### src/rtl/imem_loader_pkg.sv
// Shared types and constants for the instruction-memory program loader.
package imem_loader_pkg;

  typedef enum logic [2:0] {
    IDLE,
    LEN0,
    LEN1,
    DATA,
    WRITE,
    CSUM,
    DONE
  } loader_state_t;

  localparam int         WORD_BYTES = 4;
  localparam logic [7:0] CSUM_OK    = 8'h00;
  localparam logic [3:0] WE_ALL     = 4'b1111;

  // Return word with byte b placed in little-endian lane 'lane'.
  function automatic logic [31:0] merge_lane(input logic [31:0] word,
                                             input logic [1:0]  lane,
                                             input logic [7:0]  b);
    logic [31:0] r;
    r = word;
    r[{lane, 3'b000} +: 8] = b;
    return r;
  endfunction

endpackage

### src/rtl/imem_loader_word_packer.sv
// Packs an accepted byte stream into little-endian 32-bit words.
module word_packer
  import imem_loader_pkg::*;
(
  input  logic        clk,
  input  logic        reset,
  input  logic        clear,
  input  logic        accept,
  input  logic [7:0]  byte_in,
  output logic [31:0] word,
  output logic [1:0]  lane,
  output logic        full
);

  logic [31:0] word_q, word_d;
  logic [1:0]  lane_q, lane_d;

  // Next lane contents and lane index; clear wins over a same-cycle accept.
  always_comb begin
    word_d = word_q;
    lane_d = lane_q;
    if (clear) begin
      word_d = '0;
      lane_d = '0;
    end else if (accept) begin
      word_d = merge_lane(word_q, lane_q, byte_in);
      lane_d = lane_q + 2'd1;
    end
  end

  // Lane storage and byte index registers.
  always_ff @(posedge clk or negedge reset) begin
    if (!reset) begin
      word_q <= '0;
      lane_q <= '0;
    end else begin
      word_q <= word_d;
      lane_q <= lane_d;
    end
  end

  assign word = word_q;
  assign lane = lane_q;
  // The byte being accepted right now is the last one of the word.
  assign full = accept && !clear && (lane_q == 2'(WORD_BYTES - 1));

endmodule

### src/rtl/imem_loader.sv
// Program loader: receives count/data/checksum bytes and writes words to IMEM port A.
module imem_loader
  import imem_loader_pkg::*;
#(
  parameter logic [31:0] BASE_ADDR = 32'h0000_0000,
  parameter int          MAX_WORDS = 1024
) (
  input  logic        clk,
  input  logic        reset,
  input  logic        load_req,
  input  logic        byte_valid,
  input  logic [7:0]  byte_data,
  output logic        byte_ready,
  output logic [31:0] addr_a,
  output logic [3:0]  addr_a_start,
  output logic [31:0] addr_a_write,
  output logic        load_busy,
  output logic        load_done,
  output logic        load_err
);

  loader_state_t state_q, state_d;
  logic [7:0]    cnt_lo_q, cnt_lo_d;
  logic [15:0]   rem_q, rem_d;
  logic [31:0]   addr_q, addr_d;
  logic [7:0]    csum_q, csum_d;
  logic          err_q, err_d;

  logic          byte_ready_q, byte_ready_d;
  logic          busy_q, busy_d;
  logic          done_q, done_d;
  logic [3:0]    start_q, start_d;
  logic [31:0]   addr_a_q, addr_a_d;
  logic [31:0]   wdata_q, wdata_d;

  logic          fire;
  logic [15:0]   count;
  logic [7:0]    csum_next;
  logic          pk_clear;
  logic          pk_accept;
  logic [31:0]   pk_word;
  logic [1:0]    pk_lane;
  logic          pk_full;

  assign fire      = byte_valid && byte_ready_q;
  assign count     = {byte_data, cnt_lo_q};
  assign csum_next = csum_q + byte_data;
  assign pk_clear  = (state_q == IDLE) && load_req;
  assign pk_accept = fire && (state_q == DATA);

  word_packer u_packer (
    .clk     (clk),
    .reset   (reset),
    .clear   (pk_clear),
    .accept  (pk_accept),
    .byte_in (byte_data),
    .word    (pk_word),
    .lane    (pk_lane),
    .full    (pk_full)
  );

  // Next state, counters, checksum and the write address/data captured on entry to WRITE.
  always_comb begin
    state_d  = state_q;
    cnt_lo_d = cnt_lo_q;
    rem_d    = rem_q;
    addr_d   = addr_q;
    csum_d   = csum_q;
    err_d    = err_q;
    addr_a_d = addr_a_q;
    wdata_d  = wdata_q;
    if (fire) csum_d = csum_next;
    unique case (state_q)
      IDLE: begin
        if (load_req) begin
          csum_d  = '0;
          err_d   = 1'b0;
          state_d = LEN0;
        end
      end
      LEN0: begin
        if (fire) begin
          cnt_lo_d = byte_data;
          state_d  = LEN1;
        end
      end
      LEN1: begin
        if (fire) begin
          if (count == 16'd0) begin
            state_d = CSUM;
          end else if ({16'd0, count} > MAX_WORDS[31:0]) begin
            err_d   = 1'b1;
            state_d = DONE;
          end else begin
            rem_d   = count;
            addr_d  = BASE_ADDR;
            state_d = DATA;
          end
        end
      end
      DATA: begin
        if (fire && pk_full) begin
          addr_a_d = addr_q;
          wdata_d  = merge_lane(pk_word, pk_lane, byte_data);
          state_d  = WRITE;
        end
      end
      WRITE: begin
        addr_d  = addr_q + 32'(WORD_BYTES);
        rem_d   = rem_q - 16'd1;
        state_d = (rem_q == 16'd1) ? CSUM : DATA;
      end
      CSUM: begin
        if (fire) begin
          if (csum_next != CSUM_OK) err_d = 1'b1;
          state_d = DONE;
        end
      end
      DONE: begin
        state_d = IDLE;
      end
      default: begin
        state_d = IDLE;
      end
    endcase
  end

  // Registered outputs decoded from the upcoming state so they align with it.
  always_comb begin
    byte_ready_d = (state_d == LEN0) || (state_d == LEN1) ||
                   (state_d == DATA) || (state_d == CSUM);
    busy_d       = (state_d != IDLE);
    done_d       = (state_d == DONE);
    start_d      = (state_d == WRITE) ? WE_ALL : 4'b0000;
  end

  // State, counter and output registers; reset aborts any load in flight.
  always_ff @(posedge clk or negedge reset) begin
    if (!reset) begin
      state_q      <= IDLE;
      cnt_lo_q     <= '0;
      rem_q        <= '0;
      addr_q       <= '0;
      csum_q       <= '0;
      err_q        <= 1'b0;
      byte_ready_q <= 1'b0;
      busy_q       <= 1'b0;
      done_q       <= 1'b0;
      start_q      <= '0;
      addr_a_q     <= '0;
      wdata_q      <= '0;
    end else begin
      state_q      <= state_d;
      cnt_lo_q     <= cnt_lo_d;
      rem_q        <= rem_d;
      addr_q       <= addr_d;
      csum_q       <= csum_d;
      err_q        <= err_d;
      byte_ready_q <= byte_ready_d;
      busy_q       <= busy_d;
      done_q       <= done_d;
      start_q      <= start_d;
      addr_a_q     <= addr_a_d;
      wdata_q      <= wdata_d;
    end
  end

  assign byte_ready   = byte_ready_q;
  assign addr_a       = addr_a_q;
  assign addr_a_start = start_q;
  assign addr_a_write = wdata_q;
  assign load_busy    = busy_q;
  assign load_done    = done_q;
  assign load_err     = err_q;

endmodule

### config.mk
export PLATFORM = sky130hd
export DESIGN_NAME = imem_loader
export DESIGN_NICKNAME = d
export VERILOG_FILES = /design/src/rtl/imem_loader_pkg.sv /design/src/rtl/imem_loader_word_packer.sv /design/src/rtl/imem_loader.sv
export SDC_FILE = /design/constraint.sdc
export NUM_CORES = 1
export LEC_CHECK = 0
export BUFFER_PORTS_ARGS = -buffer_cell sky130_fd_sc_hd__buf_4
export CAP_MARGIN = 20
export CORE_ASPECT_RATIO = 1.4
export CORE_MARGIN = 3
export CORE_UTILIZATION = 55
export DETAILED_ROUTE_END_ITERATION = 8
export HOLD_SLACK_MARGIN = 0.05
export PLACE_DENSITY = 0.83
export SYNTH_ARGS = -nofsm -noshare
export SYNTH_HDL_FRONTEND = slang
export SYNTH_SLANG_ARGS = --single-unit
### constraint.sdc
create_clock -name clk -period 2.4 [get_ports clk]
set_input_delay 0.12 -clock clk [delete_from_list [all_inputs] [get_ports clk]]
set_output_delay 0.12 -clock clk [all_outputs]
set_load 0.01 [all_outputs]
# Yosys cells after proc, flatten, opt, wreduce, memory -nomap -nowiden

Index checks and enable logic that the tools add are counted.

Add/sub/neg operators: 5
Order comparisons: 1
Equal/unequal tests: 20
Shift-type cells: 2
Multiplexer cells: 33
Reductions and logical operators: 21

Operator list:

| operator               | count |
|---|---|
| $mux 32                | 5 |
| $pmux 32 s2            | 1 |
| $mux 16                | 3 |
| $add 32x3->32 const B  | 1 |
| $bwmux 32              | 1 |
| $pmux 16 s2            | 1 |
| $shift 8x7->32 const A | 1 |
| $shiftx 8x7->32        | 1 |
| $mux 3                 | 8 |
| $mux 8                 | 3 |
| $pmux 3 s6             | 1 |
| $eq 16x1->1 const B    | 1 |
| $gt 16x11->1 const B   | 1 |
| $logic_not 16->1       | 1 |
| $sub 16x1->16 const B  | 1 |
| $eq 3x3->1 const B     | 5 |
| $ne 2x2->1 const B     | 7 |
| $eq 3x2->1 const B     | 4 |
| $add 8x8->8            | 1 |
| $reduce_bool 8->1      | 1 |
| $neg 5->7              | 1 |
| $reduce_and 7->1       | 1 |
| $eq 3x1->1 const B     | 2 |
| $logic_and 1x1->1      | 6 |
| 13 further kinds       | 24 |

Register bits: 173
Input port bits: 12
Output and inout bits: 72
Word-level logic and storage cells: 96

# Depth between registers and ports, before layout

Gate-level depths: netlist of the first run.

Depth in word-level cells: 12
Depth in mapped cells: 10
Gate-level depth less buffers: 8

# Cells and area by module

A second synthesis of the first run with hierarchy kept.

Cell total of the unflattened synthesis: 892
Area, all modules: 8568.2 um2

By module, submodules not included:

| module      | instances | cells each | area each (um2) | seq. area each (um2) |
|---|---|---|---|---|
| imem_loader | 1         | 754        | 6940.4          | 3303.2 |
| word_packer | 1         | 138        | 1627.8          | 850.8 |

# Least setup slack after synthesis of the first run

OpenSTA, ideal clock, no wires.

Kind: reg2reg
Start: reg u_packer.lane_q[0] (netlist: u_packer.lane[0])
End: reg u_packer.word_q[16] (netlist: u_packer.word[16])
Setup time: 67 ps
Arrival time: 2005 ps
Data required time: 2333 ps
Slack: 328 ps
Cell stages (with the launch flop): 8
Path buffers: 1
Clock period less this slack: 2072 ps
Cells stage by stage: dfrtp_1 > inv_1 > ha_1 > nand2_1 > nor3_1 > and2_1 > clkbuf_1 > a22o_1

Longest elaborated chain between the ends: 5
Elaborated cells between the ends (all ways): 6
Classes of those cells: add/sub: 1; shift: 2; mux: 3

Ends and longest elaborated chain:

| what                                                     | RTL line                      | text |
|---|---|---|
| start, declared                                          | imem_loader_word_packer.sv:16 | `logic [1:0] lane_q, lane_d;` |
| start signal, assigned                                   | imem_loader_word_packer.sv:38 | `lane_q <= lane_d;` |
| $neg 5->7 (*)                                            | imem_loader_pkg.sv:24         | `r[{lane, 3'b000} +: 8] = b;` |
| $shiftx 8x7->32 / $shift 8x7->32 (equally long branches) | imem_loader_pkg.sv:24         |  |
| $bwmux 32 (*)                                            | imem_loader_pkg.sv:24         |  |
| $mux 32 (*)                                              | imem_loader_word_packer.sv:25 | `end else if (accept) begin` |
| $mux 32 (*)                                              | imem_loader_word_packer.sv:22 | `if (clear) begin` |
| end signal, assigned                                     | imem_loader_word_packer.sv:37 | `word_q <= word_d;` |
| end, declared                                            | imem_loader_word_packer.sv:15 | `logic [31:0] word_q, word_d;` |

Every way passes the cells marked *; elsewhere a longest branch is shown, timed or not. The select of a mux whose other input is x is not followed.
A chain may end at the register's enable or synchronous reset.

# Worst setup path after layout of the first run

Start: in byte_data[5]
End: reg rem_q[8]

Longest elaborated chain between the ends: 3
Elaborated cells between the ends (all ways): 5
Classes of those cells: order compare: 1; eq/ne: 2; reduce/logical: 2

Ends and longest elaborated chain:

| what                                                    | RTL line                             | text |
|---|---|---|
| start, declared                                         | imem_loader.sv:12                    | `input logic [7:0] byte_data,` |
| $gt 16x11->1 / $logic_not 16->1 (equally long branches) | imem_loader.sv:91, imem_loader.sv:89 |  |
| $ne 2x2->1 (no source line)                             | -                                    |  |
| $reduce_and 4->1 (no source line) (*)                   | -                                    |  |
| end signal, assigned                                    | imem_loader.sv:155                   | `rem_q <= rem_d;` |
| end, declared                                           | imem_loader.sv:24                    | `logic [15:0] rem_q, rem_d;` |

Every way passes the cells marked *; elsewhere a longest branch is shown, timed or not.

==> out/summary.txt, run 1 <==
Post-synth ARST share - 1.00
Final hold vios - 0
GRT Total Usage - 0.249
CTS tree - yes
Max Cap Viol - 0
CP Capture Type - register
Worst Path Class, Setup - in2reg
Antenna cell count - 0
H-tree levels - 4
# port buffers - 81
Vias in the first global route - 6333
Filler cells - 1023
Final setup violation count - 0
Crit path cell chain - dlygate4sd3_1 -> buf_4 -> or4_4 -> o31ai_4 -> o21a_1 -> buf_4 -> a21oi_1 -> a311oi_1
Syn Area/Cell - 9.47 um^2
CP delay by family, top - buffers and inverters
Flop2flop setup slack - 0.11 ns
RSZ-0062 raised after global routing - true
Hold Crit Depth - 2
Via Count - 6378
LEAKAGE - 4.17 nW
Seq cells post-synth - 158
Fmax - 432 MHz
CP max-delay cell - or4_4
WP depth - 8
Worst Max-Slew Pin Slew - 0.751 ns
Most common cell on crit path - buf_4
Max VDD drop - 0.621 mV
Starting Density - 0.565
Share of the yosys chip area belonging to registers - 0.520
EDFF count, synth - 0
Initial DRT Pass Iterations - 5
CP bufs+invs - 3
Initial DRC Count - 450
Layout area overhead - 18.6%
Clock Path Buffers - 2
Pin count of the biggest net entering global routing - 87
Post-DP HPWL - 12.2 mm
Final WL - 18.7 mm
Final Skew - 0.00875 ns
Startpoint class of the critical path - input port
TritonCTS Buffers - 17
Antenna viol nets, final - 0
Share of cells above drive strength 1 - 0.180
Final worst-path cycle share - 0.964
CTS clk-pin slew, worst paths - 0.06 ns
First-pass GRT wire length - 30.9 mm
Gr ovfl total - 0
Synth warnings - 0
Status - complete, no violations
PwrDens - 1120 nW/um^2
Clock latency on the worst-skew pair - 0.42 ns
Synth unique cells - 64
Core Rows - 50
Slew headroom - 0.500
Drt wl/cell - 17.5 um
# DRC - 0
Ys flop type - dfrtp_1
Core ar. - 13500 um^2
Fin crit period - 2.31 ns
PnR worst setup slack - 0.0854 ns
DR vias/cell - 5.98
R2R cell count - 7
Final nets - 900
CP max FO - 19
Routability cong. - 0.880
Root buffer cell - clkbuf_16
Multi-input logic area - 3370 um^2
Worst path required time - 2.70 ns
Final Max Tran Viols - 0
Die W - 105 um
Register area - 3950 um^2
Die Y - 145 um
Worst hold-check path type - in2reg
I/O pin cnt - 84
Setup TNS - 0 ns
Die area - 15300 um^2
Pre-CTS setup slack - 0.234 ns
Worst EP arrival - 2.61 ns
CP max stage delay - 0.58 ns
Clock sink total - 158
Mapped cell area - 7600 um^2
Initial antenna violation count - 0
Post-Syn Instances - 802
-- timing repair --
item	CTS	global route
buffers inserted	0	0
hold buffers	5	0
resized for setup	0	2
hold endpoints to repair	78	0
setup endpoints to repair	0	1
-- per-stage QoR --
step / utilization / area (um^2) / power (mW) / cells / hold WS, ns
6_report: 0.670 / 9010 / 10.1 / 1066 / 0.0791
3_5_place_dp: 0.622 / 8370 / 7.39 / 1030 / 0.183
5_1_grt: 0.670 / 9010 / 10.7 / 1066 / 0.0895
2_1_floorplan: - / 7600 / 6.19 / 803 / -0.176
3_3_place_gp: 0.622 / 8370 / 7.26 / 1030 / 0.185
4_1_cts: 0.669 / 9000 / 10.1 / 1066 / 0.0525
-- layout make-up --
type / instances / share of cell area
flip-flops and latches: 158 / 0.439
inverters: 13 / 0.00542
repair buffers: 105 / 0.0921
clock inverters: 13 / 0.0154
well taps: 182 / 0.0253
clock buffers: 18 / 0.0487
multi-input cells: 577 / 0.374
-- layer usage --
layer  vias up  routed length, um  track usage
met1      3088               7080        0.294
met4         0                581        0.114
met2       269               9950        0.439
li1       2969                  -            -
met3        52               1070       0.0405
met5         -                  0            0
-- kinds of logic after synthesis --
| group | share of synthesized area |
|---|---|
| simple gates | 0.190 |
| compound gates | 0.190 |
| flops | 0.520 |
| buf+inv | 0.0397 |
| fa+ha+maj | 0.0273 |
| mux | 0.0219 |
| xor+xnor | 0.0104 |
| other cells | 0.000494 |
-- sequential cells by signal, summed over array words and instances, names as in the netlist --
signal         cells
cnt_lo_q           8
u_packer.lane      2
addr_a_write      32
addr_q            30
rem_q             16
addr_a_start       1
load_done          1
load_err           1
addr_a            30
state_q            3
u_packer.word     24
byte_ready         1
load_busy          1
csum_q             8
-- cell usage after synthesis (2+ instances only) --
cell type	n	share of area
clkbuf_1	32	0.016
xnor2_1	6	0.0069
nor4_1	10	0.0082
and3_1	14	0.012
and4_1	3	0.0035
a211o_1	2	0.0023
inv_1	13	0.0064
o31ai_1	7	0.0069
a211oi_1	5	0.0049
buf_4	6	0.0059
a31oi_1	13	0.011
nor4b_1	2	0.0023
o21ai_0	84	0.055
nand4_1	5	0.0041
and2_1	7	0.0058
a21oi_1	60	0.040
nor2_1	44	0.022
o21ai_2	2	0.0023
buf_1	3	0.0015
a22o_1	33	0.038
dfrtp_1	158	0.52
o21bai_1	2	0.0020
mux2i_1	2	0.0026
nand2_1	145	0.072
nand3_1	11	0.0072
nor3_1	11	0.0072
ha_1	15	0.025
nor2b_1	25	0.021
o21a_1	6	0.0059
nand2b_1	5	0.0041
o22ai_1	4	0.0033
xor2_1	3	0.0035
or3_1	8	0.0066
buf_2	12	0.0079
mux2_2	13	0.019
or4_1	3	0.0030
-- worst paths after layout --
kind,to,from
worst max-delay path,rem_q[8]$_DFFE_PN0P_,byte_data[5]
worst min register to register,addr_a[3]$_DFFE_PN0P_,addr_a[3]$_DFFE_PN0P_
min in group asynchronous,addr_a[9]$_DFFE_PN0P_,reset
worst min-delay path,addr_a_write[27]$_DFFE_PN0P_,byte_data[3]
max in group asynchronous,addr_a[18]$_DFFE_PN0P_,reset
worst max register to register,rem_q[6]$_DFFE_PN0P_,state_q[2]$_DFF_PN0_
-- placed cells by master, fill, tap and decap left out, types with 8 or more instances in the layout --
cell type	count
nor4_1	9
nand3_1	11
mux2_2	13
buf_4	97
dfrtp_1	158
nor3_1	11
o21ai_0	84
nand2_1	144
ha_1	15
nor2b_1	25
a21oi_1	60
or3_1	8
a31oi_1	13
inv_1	13
and3_1	14
nor2_1	43
a22o_1	33
clkbuf_16	17
-- worst register-to-register path, delay by kind of cell (launching register included) --
family                 cells  cell delay (ns)
and+or+nand+nor            4             1.19
DFF                        1             0.49
AOI/OAI and AO/OA          2             0.28
buffers and inverters      1             0.20
-- power breakdown --
group / internal [mW] / total, mW / switching [mW] / leakage, nW
combinational: 1.43 / 3.16 / 1.73 / 1.82
sequential: 3.49 / 4.28 / 0.796 / 2.07
clock: 1.55 / 2.63 / 1.07 / 0.271
total: 6.47 / 10.1 / 3.60 / 4.17
Note: power is estimated with default switching activity, not from simulation.
==> run 2, diff against run 1 <==
--- a/config.mk
+++ b/config.mk
@@ -13,6 +13,8 @@
 export DETAILED_ROUTE_END_ITERATION = 8
 export HOLD_SLACK_MARGIN = 0.05
 export PLACE_DENSITY = 0.83
+export RECOVER_POWER = 100
+export REMOVE_ABC_BUFFERS = 1
 export SYNTH_ARGS = -nofsm -noshare
 export SYNTH_HDL_FRONTEND = slang
 export SYNTH_SLANG_ARGS = --single-unit
==> out/summary.txt, run 2 (synthesis gave the netlist of run 1 again) <==
Hold WS - 0.0626 ns (was 0.0791 ns)
CP Capture Type - register (unchanged)
First-pass GRT wire length - 31.3 mm (was 30.9 mm)
Worst Max-Slew Pin Slew - 1.72 ns (was 0.751 ns)
Max VDD drop - 0.539 mV (was 0.621 mV)
Fin crit period - 2.22 ns (was 2.31 ns)
CP delay by family, top - simple AND/OR/NAND/NOR gates (was buffers and inverters)
Antenna viol nets, final - 0 (unchanged)
Post-DP HPWL - 12.5 mm (was 12.2 mm)
Worst EP arrival - 2.58 ns (was 2.61 ns)
Initial antenna violation count - 0 (unchanged)
CTS clk-pin slew, worst paths - 0.06 ns (about the same)
# port buffers - 81 (unchanged)
Max Cap Viol - 1 (was 0)
Worst hold-check path type - in2reg (unchanged)
Gr ovfl total - 0 (unchanged)
Die W - 105 um (unchanged)
Final worst-path cycle share - 0.925 (was 0.964)
Root buffer cell - clkbuf_16 (unchanged)
Largest register FFs - 32 (unchanged)
Placed cell area - 8460 um^2 (was 8370 um^2)
Slew headroom - -0.148 (was 0.500)
Initial DRT Pass Iterations - 5 (unchanged)
I/O pin cnt - 84 (unchanged)
Crit path cell chain - nor4_1 -> a31oi_1 -> o31ai_4 -> o21ai_2 -> buf_4 -> or3_1 -> a21oi_1 (was dlygate4sd3_1 -> buf_4 -> or4_4 -> o31ai_4 -> o21a_1 -> buf_4 -> a21oi_1 -> a311oi_1)
TritonCTS Buffers - 17 (unchanged)
Fmax - 450 MHz (was 432 MHz)
Final hold vios - 0 (unchanged)
Core ar. - 13500 um^2 (unchanged)
Initial DRC Count - 380 (was 450)
PwrDens - 1140 nW/um^2 (was 1120 nW/um^2)
Clock latency on the worst-skew pair - 0.42 ns (about the same)
Antenna cell count - 0 (unchanged)
Share of cells above drive strength 1 - 0.102 (was 0.180)
Starting Density - 0.565 (unchanged)
Final nets - 910 (was 900)
Via Count - 6381 (was 6378)
Final setup violation count - 0 (unchanged)
Startpoint class of the critical path - register (was input port)
CTS tree - yes (unchanged)
Final WL - 18.8 mm (was 18.7 mm)
Postcts setup bufs - 0 (unchanged)
RSZ-0062 raised after global routing - false (was true)
Most frequent cells in the layout - 158 x dfrtp_1, 145 x nand2_1, 84 x o21ai_0 (was 158 x dfrtp_1, 144 x nand2_1, 97 x buf_4)
Die Y - 145 um (unchanged)
Drt wl/cell - 17.5 um (about the same)
Most common cell after layout, fill and taps aside - dfrtp_1 (unchanged)
CP max FO - 22 (was 19)
Failing checks - max-capacitance violations, max-slew violations
DR vias/cell - 5.94 (was 5.98)
Status - finished, violations left (was complete, no violations)
CP bufs+invs - 1 (was 3)
Pin count of the biggest net entering global routing - 71 (was 87)
Layout area overhead - 15.7% (was 18.6%)
Die area - 15300 um^2 (unchanged)
Clock Path Buffers - 2 (unchanged)
GRT Total Usage - 0.250 (was 0.249)
LEAKAGE - 3.90 nW (was 4.17 nW)
H-tree levels - 4 (unchanged)
Vias in the first global route - 6432 (was 6333)
Final Max Tran Viols - 70 (was 0)
Routability cong. - 0.875 (was 0.880)
Clock sink total - 158 (unchanged)
Core Rows - 50 (unchanged)
Finished Cell Area - 8790 um^2 (was 9010 um^2)
Final Skew - 0.0106 ns (was 0.00875 ns)
Post-Route Utilization - 0.654 (was 0.670)
CP max-delay cell - nor4_1 (was or4_4)
Worst path required time - 2.75 ns (was 2.70 ns)
# DRC - 0 (unchanged)
Worst Path Class, Setup - reg2reg (was in2reg)
CP max stage delay - 0.43 ns (was 0.58 ns)
Flop2flop setup slack - 0.18 ns (was 0.11 ns)
## run 2: cell types whose count changed in the layout (fill, tap and decap cells not counted), sizes merged
| cell | change |
|---|---|
| buf | -68 |
| bufinv | +1 |
| clkbuf | +80 |
| clkinvlp | -3 |
| dlygate4sd3 | -1 |
| inv | -1 |
## run 2: what timing repair did
action	CTS	global route
gates resized for setup	0	3
setup endpoints to repair	0	3
hold buffers	4	0
hold endpoints to repair	71	0
## run 2: path summary, 6_finish.rpt
check / startpoint / endpoint / cells past startpoint
hold / removal: byte_data[7] / addr_a_write[31]$_DFFE_PN0P_ / 2
max in group asynchronous: reset / addr_q[8]$_DFFE_PN0P_ / 3
setup / recovery: cnt_lo_q[3]$_DFFE_PN0P_ / addr_q[31]$_DFFE_PN0P_ / 7
setup reg to reg: cnt_lo_q[3]$_DFFE_PN0P_ / addr_q[31]$_DFFE_PN0P_ / 7
min in group asynchronous: reset / addr_a[19]$_DFFE_PN0P_ / 2
hold reg to reg: addr_a[22]$_DFFE_PN0P_ / addr_a[22]$_DFFE_PN0P_ / 2
## run 2: area by class of cell
| cell class | instances | area [um^2] |
|---|---|---|
| Inverter | 13 | 48.8 |
| Clock inverter | 10 | 141 |
| Multi-Input combinational cell | 577 | 3370 |
| Sequential cell | 158 | 3950 |
| Fill cell | 1139 | 4660 |
| Tap cell | 182 | 228 |
| Clock buffer | 19 | 443 |
| Timing Repair Buffer | 115 | 609 |
## run 2: metal layers
| layer | vias to the layer above | wire length (um) | global-route usage |
|---|---|---|---|
| li1 | 2981 | - | - |
| met3 | 55 | 1040 | 0.0516 |
| met5 | - | 0 | 0 |
| met4 | 0 | 682 | 0.100 |
| met1 | 3112 | 7370 | 0.300 |
| met2 | 233 | 9740 | 0.435 |
## run 2: where the power goes
part           internal, mW  total [mW]  switching [mW]
clock                  1.65        2.70            1.06
combinational          1.26        3.09            1.83
sequential             3.49        4.22           0.731
## run 2: worst register-to-register path, cell delays in order (launching register included)
cell	delay (ns)
dfrtp_1	0.39
nor4_1	0.43
a31oi_1	0.25
o31ai_4	0.28
o21ai_2	0.10
buf_4	0.21
or3_1	0.36
a21oi_1	0.14
## run 2: metrics by stage
step	worst slack (ns)	instances	TNS (ns)	total power, mW
finish	0.179	1074	0	10.0
global placement	0.299	1041	0	7.34
floorplan	-1.04	748	-28.82	6.09
CTS	0.0941	1074	0	10.2
global route	0.0283	1074	0	10.6
detailed placement	0.244	1041	0	7.48
==> run 3, diff against run 2 <==
--- a/config.mk
+++ b/config.mk
@@ -7,12 +7,14 @@
 export LEC_CHECK = 0
 export BUFFER_PORTS_ARGS = -buffer_cell sky130_fd_sc_hd__buf_4
 export CAP_MARGIN = 20
+export CELL_PAD_IN_SITES_DETAIL_PLACEMENT = 0
+export CELL_PAD_IN_SITES_GLOBAL_PLACEMENT = 1
 export CORE_ASPECT_RATIO = 1.4
 export CORE_MARGIN = 3
-export CORE_UTILIZATION = 55
+export CORE_UTILIZATION = 45
 export DETAILED_ROUTE_END_ITERATION = 8
 export HOLD_SLACK_MARGIN = 0.05
-export PLACE_DENSITY = 0.83
+export PLACE_DENSITY = 0.86
 export RECOVER_POWER = 100
 export REMOVE_ABC_BUFFERS = 1
 export SYNTH_ARGS = -nofsm -noshare
==> out/summary.txt, run 3 (synthesis gave the netlist of run 1 again) <==
Worst path required time - 2.70 ns (was 2.75 ns)
Root buffer cell - clkbuf_16 (unchanged)
Initial DRC Count - 361 (was 380)
DR vias/cell - 5.61 (was 5.94)
Most frequent cells in the layout - 158 x dfrtp_1, 144 x nand2_1, 85 x o21ai_0 (was 158 x dfrtp_1, 145 x nand2_1, 84 x o21ai_0)
Gr busiest metal - met2 (unchanged)
CP delay by family, top - buffers and inverters (was simple AND/OR/NAND/NOR gates)
Fmax - 452 MHz (was 450 MHz)
CTS tree - yes (unchanged)
Worst Max-Slew Pin Slew - 1.28 ns (was 1.72 ns)
Initial antenna violation count - 0 (unchanged)
Postcts setup bufs - 0 (unchanged)
I/O pin cnt - 84 (unchanged)
Final setup violation count - 0 (unchanged)
PwrDens - 1130 nW/um^2 (was 1140 nW/um^2)
CP bufs+invs - 2 (was 1)
Final hold vios - 0 (unchanged)
Core Rows - 55 (was 50)
Final Skew - 0.00862 ns (was 0.0106 ns)
Clock sink total - 158 (unchanged)
Die area - 18500 um^2 (was 15300 um^2)
CP Capture Type - register (unchanged)
Pin count of the biggest net entering global routing - 87 (was 71)
RSZ-0062 raised after global routing - false (unchanged)
Placed cell area - 8480 um^2 (was 8460 um^2)
GR Util met1 - 0.264 (was 0.300)
Initial DRT Pass Iterations - 4 (was 5)
Setup TNS - 0 ns (unchanged)
Met2 GRT Util - 0.345 (was 0.435)
Vias in the first global route - 6005 (was 6432)
Finished Cell Area - 8830 um^2 (was 8790 um^2)
Via Count - 6117 (was 6381)
Worst Path Class, Setup - in2reg (was reg2reg)
Hold WS - 0.0664 ns (was 0.0626 ns)
# port buffers - 81 (unchanged)
Die W - 116 um (was 105 um)
Met3 GRT Util - 0.0375 (was 0.0516)
TritonCTS Buffers - 17 (unchanged)
Clock network fraction of total power - 0.288 (was 0.270)
Layout area overhead - 16.2% (was 15.7%)
Worst EP arrival - 2.51 ns (was 2.58 ns)
Post-DP HPWL - 12.4 mm (was 12.5 mm)
Final WL - 18.2 mm (was 18.8 mm)
CTS clk-pin slew, worst paths - 0.06 ns (about the same)
Hold Crit Depth - 2 (unchanged)
GRT Total Usage - 0.204 (was 0.250)
Slew headroom - 0.144 (was -0.148)
Routability cong. - 0.820 (was 0.875)
Startpoint class of the critical path - input port (was register)
WP depth - 9 (was 7)
Drt wl/cell - 16.6 um (was 17.5 um)
Pint - 6.53 mW (was 6.40 mW)
Crit path cell chain - dlygate4sd3_1 -> buf_4 -> ha_1 -> fa_1 -> nand3_1 -> a21boi_0 -> a311o_1 -> nor4_1 -> o32ai_1 (was nor4_1 -> a31oi_1 -> o31ai_4 -> o21ai_2 -> buf_4 -> or3_1 -> a21oi_1)
Switching Fraction - 0.349 (was 0.361)
Largest register FFs - 32 (unchanged)
CP max FO - 5 (was 22)
R2R cell count - 6 (was 7)
Fin crit period - 2.21 ns (was 2.22 ns)
Clock Path Buffers - 2 (unchanged)
H-tree levels - 4 (unchanged)
Max Cap Viol - 0 (was 1)
# DRC - 0 (unchanged)
Antenna cell count - 0 (unchanged)
Clock latency on the worst-skew pair - 0.43 ns (was 0.42 ns)
CP max stage delay - 0.53 ns (was 0.43 ns)
Post-Route Utilization - 0.539 (was 0.654)
Non-filler instance count after layout - 1091 (was 1074)
Logic pwr share - 0.292 (was 0.309)
Share of cells above drive strength 1 - 0.101 (was 0.102)
Most common cell after layout, fill and taps aside - dfrtp_1 (unchanged)
Antenna viol nets, final - 0 (unchanged)
Placed Instances - 1056 (was 1041)
Gr ovfl total - 0 (unchanged)
Seq pwr share - 0.420 (was 0.421)
Final Max Tran Viols - 0 (was 70)
Status - complete, no violations (was finished, violations left)
P_sw - 3.49 mW (was 3.62 mW)
Die Y - 160 um (was 145 um)
First-pass GRT wire length - 30.4 mm (was 31.3 mm)
CP max-delay cell - dlygate4sd3_1 (was nor4_1)
Filler cells - 1562 (was 1139)
Final worst-path cycle share - 0.921 (was 0.925)
Max VDD drop - 0.619 mV (was 0.539 mV)
LEAKAGE - 3.91 nW (was 3.90 nW)
Starting Density - 0.464 (was 0.565)
Core ar. - 16400 um^2 (was 13500 um^2)
Final nets - 908 (was 910)
Worst hold-check path type - in2reg (unchanged)
## run 3: cell type report
cell class / count / area [um^2] / area share
repair buffers: 113 / 589 / 0.0667
multi-input cells: 577 / 3360 / 0.380
clock buffers: 21 / 470 / 0.0533
clock inverters: 10 / 161 / 0.0183
well taps: 199 / 249 / 0.0282
inverters: 13 / 48.8 / 0.00553
flip-flops and latches: 158 / 3950 / 0.448
## run 3: per-layer routing
metal | up-vias | part of all wire
li1 | 2982 | -
met1 | 2980 | 0.45
met2 | 126 | 0.50
met3 | 29 | 0.037
met4 | 0 | 0.018
met5 | - | 0
## run 3: per-stage QoR
stage	worst slack, ns	power (mW)
after floorplan	-1.04	6.09
after global placement	0.282	7.36
after detailed placement	0.233	7.43
after CTS	0.209	10.3
after global routing	0.0304	10.7
final	0.188	10.0
## run 3: final timing paths
kind | startpoint | to | slack [ns]
max in group asynchronous | reset | addr_a_write[28]$_DFFE_PN0P_ | 0.54
hold reg to reg | addr_a[6]$_DFFE_PN0P_ | addr_a[6]$_DFFE_PN0P_ | 0.47
setup reg to reg | rem_q[4]$_DFFE_PN0P_ | rem_q[15]$_DFFE_PN0P_ | 0.21
setup / recovery | byte_data[0] | load_err$_DFFE_PN0P_ | 0.19
min in group asynchronous | reset | addr_q[5]$_DFFE_PN0P_ | 0.52
hold / removal | byte_data[6] | addr_a_write[30]$_DFFE_PN0P_ | 0.07
## run 3: power groups by stage
| stage | Combinational, mW | Clock, mW | Sequential, mW |
|---|---|---|---|
| floorplan | 1.88 | 0 | 4.21 |
| global placement | 3.14 | 0 | 4.22 |
| detailed placement | 3.18 | 0 | 4.24 |
| finish | 2.92 | 2.89 | 4.21 |
| CTS | 3.20 | 2.93 | 4.21 |
| global route | 3.33 | 3.04 | 4.33 |
## run 3: timing repair
item	CTS	global route
setup endpoints to repair	0	1
resized for setup	0	1
hold endpoints to repair	56	0
hold buffers	4	0
